`src/rtl/change_dispenser.sv`:
```
// change_dispenser: greedy 5/3/1 coin payout, one coin per handshake, optional GAP_CYCLES spacing.
// Define DISPENSER_COIN_COUNT_EN to add the coin_count output.
module change_dispenser #(
    parameter int GAP_CYCLES = 1
) (
    input  logic       clock,
    input  logic       reset_L,
    input  logic       start,
    input  logic [3:0] change,
    input  logic [1:0] Pentagons,
    input  logic [1:0] Triangles,
    input  logic [1:0] Circles,
    output logic       ready,
    output logic       coin_valid,
    output logic [2:0] coin,
    input  logic       coin_ack,
    output logic       done,
    output logic       exact,
    output logic [3:0] remaining,
    output logic [1:0] PentLeft,
    output logic [1:0] TriLeft,
    output logic [1:0] CirLeft
`ifdef DISPENSER_COIN_COUNT_EN
    ,
    output logic [3:0] coin_count
`endif
);
    typedef enum logic [2:0] {IDLE, SELECT, OFFER, GAP, DONE} state_t;
    state_t state, state_nx;
    logic [2:0] coin_r, coin_sel, gap_cnt;
    always_comb begin
        coin_sel = (remaining >= 4'd5 && PentLeft != 2'd0) ? 3'b101 :
                   (remaining >= 4'd3 && TriLeft  != 2'd0) ? 3'b011 :
                   (remaining >= 4'd1 && CirLeft  != 2'd0) ? 3'b001 : 3'b000;
        state_nx = state;
        case (state)
            IDLE:    state_nx = start ? SELECT : IDLE;
            SELECT:  state_nx = (coin_sel == 3'b000) ? DONE : OFFER;
            OFFER:   state_nx = !coin_ack ? OFFER : (GAP_CYCLES > 0) ? GAP : SELECT;
            GAP:     state_nx = (int'(gap_cnt) >= GAP_CYCLES - 1) ? SELECT : GAP;
            DONE:    state_nx = IDLE;
            default: state_nx = IDLE;
        endcase
    end
    always_ff @(posedge clock or negedge reset_L) begin
        if (!reset_L) begin
            state     <= IDLE;
            coin_r    <= 3'b000;
            gap_cnt   <= 3'd0;
            remaining <= 4'd0;
            PentLeft  <= 2'd0;
            TriLeft   <= 2'd0;
            CirLeft   <= 2'd0;
        end else begin
            state   <= state_nx;
            gap_cnt <= (state == GAP) ? gap_cnt + 3'd1 : 3'd0;
            if (state == IDLE && start) begin
                remaining <= change;
                PentLeft  <= Pentagons;
                TriLeft   <= Triangles;
                CirLeft   <= Circles;
            end
            if (state == SELECT)
                coin_r <= coin_sel;
            // selection guarantees the coin fits and its inventory is nonzero
            if (state == OFFER && coin_ack) begin
                remaining <= remaining - {1'b0, coin_r};
                if (coin_r == 3'b101) PentLeft <= PentLeft - 2'd1;
                if (coin_r == 3'b011) TriLeft  <= TriLeft - 2'd1;
                if (coin_r == 3'b001) CirLeft  <= CirLeft - 2'd1;
            end
        end
    end
`ifdef DISPENSER_COIN_COUNT_EN
    always_ff @(posedge clock or negedge reset_L) begin
        if (!reset_L)
            coin_count <= 4'd0;
        else if (state == IDLE && start)
            coin_count <= 4'd0;
        else if (state == OFFER && coin_ack)
            coin_count <= coin_count + 4'd1;
    end
`endif
    assign ready      = (state == IDLE);
    assign coin_valid = (state == OFFER);
    assign coin       = coin_valid ? coin_r : 3'b000;
    assign done       = (state == DONE);
    assign exact      = done && (remaining == 4'd0);
endmodule

```
`config.mk`:
```
export PLATFORM = sky130hd
export DESIGN_NAME = change_dispenser
export DESIGN_NICKNAME = d
export VERILOG_FILES = /design/src/rtl/change_dispenser.sv
export SDC_FILE = /design/constraint.sdc
export NUM_CORES = 1
export LEC_CHECK = 0
export ABC_CLOCK_PERIOD_IN_PS = 4300
export BUFFER_PORTS_ARGS = -buffer_cell sky130_fd_sc_hd__buf_2
export CORE_UTILIZATION = 30
export DETAILED_ROUTE_END_ITERATION = 10
export GPL_TIMING_DRIVEN = 1
export REMOVE_ABC_BUFFERS = 1
export SLEW_MARGIN = 20
export SYNTH_ARGS = -nofsm -noshare
export SYNTH_HDL_FRONTEND = slang
export SYNTH_SLANG_ARGS = --single-unit
```
`constraint.sdc`:
```
create_clock -name clock -period 4.3 [get_ports clock]
set_input_delay 0.43 -clock clock [delete_from_list [all_inputs] [get_ports clock]]
set_output_delay 0.43 -clock clock [all_outputs]
set_load 0.01 [all_outputs]
```
==> impl_results.md <==
- Status: finished, final reports clean
- I/O pins: 31
- Post-synth EDFFs: 0
- Chip height: 59.6 um
- Final Setup Violations: 0
- Adder-cell share of the synthesized area: 0.0955
- Clock sinks: 16
- Total congestion overflow: 0
- Seq/Total Area, Yosys: 0.402
- Max_cap viols: 0
- Clock transition at path regs: 0.11 ns
- Max_slew headroom: 0.487
- Simple-gate portion of the synthesized area: 0.229
- Post-synthesis cell area: 996 um2
- RePlAce Congestion: 0.789
- Critical Path AT: 1.48 ns
- Finished Cell Area: 1220 um2
- Area Overhead vs Synth: 22.9%
- Maximum root-to-sink buffer count: 2
- Endpoints failing hold: 0
- WL/cell: 13.1 um
- Final-stage net count: 162
- Row Count: 20
- CP required: 3.87 ns
- Largest net degree at the start of global routing: 17
- Worst hold slack: ~0.040 ns
- R2r worst-path depth: 3
- Crit path kind: reg2out
- Hold Buf Count CTS: 0
- Clk root buf: clkbuf_4
- Placed cell areas: 1180 um2
- All-Layer GR Usage: 0.149
- Via count: between 800 and 900
- Core ar.: 3100 um2
- Post-Synth XOR/XNOR Area: 0.00879
- Port bufs: 30
- First-pass GRT wire length: 3950 um
- Seq cells post-synth: 16
- WL final: 2420 um
- Die area: around 3600 um2
- Compound-Gate Fraction of Synth Area: 0.170
- TNS Setup: 0 ns
- Fin crit share: 0.444
- CTS tree: done
- Critical Path Sink Type: output pin
- Max FO, Critical Path: 9
- Max-slew violations: 0
- Number of setup buffers added after CTS: 0
- Hold Path Class: in2async
- Die width: 59.6 um
- DR DRC count: 0
- Worst skew pair latency: 0.30 ns
- Num CTS Buffers: 3
- Syn avg cell area: 9.14 um2
- Vias in the first global route: 865
- Pre-antenna DRT Iters: 4
- P per Cell Area: 761 nW/um2
- Worst-margin pin slew: 0.766 ns
- Post-route antenna net violation count: 0
- 1st-iter DRT viols: 18
- CP Launch Type: register
- Filler Cell Count: 344
- Final clock skew: 0.00739 ns
- DPL Wire Length: ~1900 um
- Largest family of logic cells by synthesized area: simple AND/OR/NAND/NOR gates
- Top_reg_cell synth: dfrtp_1
- Post-synth ARST share: 1.00
- Via density: 4.72
- Fmax: 0.524 GHz
- Share of cells above drive strength 1: 0.293
- RSZ-0062 raised after global routing: false
- Final Critical Period: 1.91 ns
- Reg-to-reg critical path endpoint: remaining[1]$_DFFE_PN0P_
- Post-layout util: 0.394
- Synth cell types: 31
- RR Startpoint: state[0]$_DFF_PN0_
- Initial antenna violation count: 0
- Antenna Diode Count: 0
- PostCTS Resize Cnt: 0
- Mux contribution to synthesized area: 0.0302
- Synth Instances: 109
- H-tree depth: 1
- Worst-case vdd ir drop: 294 uV
- R2R Setup Slk: 2.42 ns
- Leakage: 0.611 nW
- Initial Utilization: 0.321
- Warnings from Yosys: 0
[routing by layer]
metal	wire length [um]	vias to the layer above	global-route usage
met4	24	0	0.0498
met1	1150	405	0.196
met2	1150	20	0.252
li1	-	440	-
met5	0	-	0
met3	94	4	0.0197
[layout by cell type (no fill, tap or decap), types with 2 or more instances in the layout]
cell type,netlist,routed
buf_2,0,30
nand2_1,11,11
mux2i_1,3,3
a221o_1,2,2
and2_2,3,3
dfrtp_1,16,16
ha_1,6,6
nand3_1,3,3
o21ai_0,5,5
o211ai_1,5,5
clkbuf_4,0,3
inv_1,12,12
nor2_1,11,11
nand4_1,3,3
a21oi_1,10,10
[sequential cells by signal, indices dropped and copies added, names as in the netlist]
| signal | flops |
|---|---|
| TriLeft | 2 |
| PentLeft | 2 |
| remaining | 4 |
| state | 3 |
| coin_r | 3 |
| CirLeft | 2 |
[logic make-up (layout without fill, tap and decap cells)]
family,after synthesis,count (layout)
AOI/OAI and AO/OA,27,27
xor gates and xnor gates,1,1
adders and majority gates,7,7
buffers and inverters,15,46
DFF,16,16
muxes,3,3
and+or+nand+nor,40,40
[how the worst max path moves through the flow]
stage                                  start                        to  cells after the start  slack [ns]
final                     state[0]$_DFF_PN0_                     exact                      4        2.39
after global routing      state[0]$_DFF_PN0_     PentLeft[0]$_DFF_PN0_                      4        2.23
after CTS                 state[0]$_DFF_PN0_     PentLeft[0]$_DFF_PN0_                      4        2.10
after detailed placement            coin_ack      CirLeft[0]$_DFF_PN0_                      5        2.14
after global placement              coin_ack      CirLeft[0]$_DFF_PN0_                      5        2.14
after floorplan           state[0]$_DFF_PN0_  remaining[1]$_DFFE_PN0P_                      3        2.55
[final cells by class]
class,count,area (um2),area share
flip-flops and latches,16,400,0.327
well taps,44,55.1,0.0450
inverters,12,45.0,0.0368
repair buffers,30,150,0.123
multi-input cells,78,537,0.439
clock buffers,4,36.3,0.0297
[synth_stat cells (2+ instances only)]
master | instances | share of area
a221o_1 | 2 | 0.020
nor2_1 | 11 | 0.041
inv_1 | 12 | 0.045
mux2i_1 | 3 | 0.030
o211ai_1 | 5 | 0.038
buf_4 | 2 | 0.015
nand2_1 | 11 | 0.041
ha_1 | 6 | 0.075
nand4_1 | 3 | 0.019
and2_2 | 3 | 0.023
nand3_1 | 3 | 0.015
o21ai_0 | 5 | 0.025
dfrtp_1 | 16 | 0.40
a21oi_1 | 10 | 0.050
[worst max-delay path: stages (launching register included)]
cell     delay (ns)
dfrtp_1        0.58
nor2_1         0.11
and2_1         0.19
and3_1         0.18
buf_2          0.13
[where the power goes]
part | total, W | switching, W | internal (W)
Sequential | 0.000316 | 0.0000953 | 0.000221
Combinational | 0.000510 | 0.000282 | 0.000228
Clock | 0.000106 | 0.0000542 | 0.0000516
[stage by stage]
step	cells	setup slack [ns]	total power, W
after floorplan	106	2.55	0.000657
after global placement	180	2.14	0.000807
after detailed placement	180	2.14	0.000831
after CTS	184	2.10	0.000938
after global routing	184	2.23	0.00102
final	184	2.39	0.000932
Note: power is estimated with default switching activity, not from simulation.
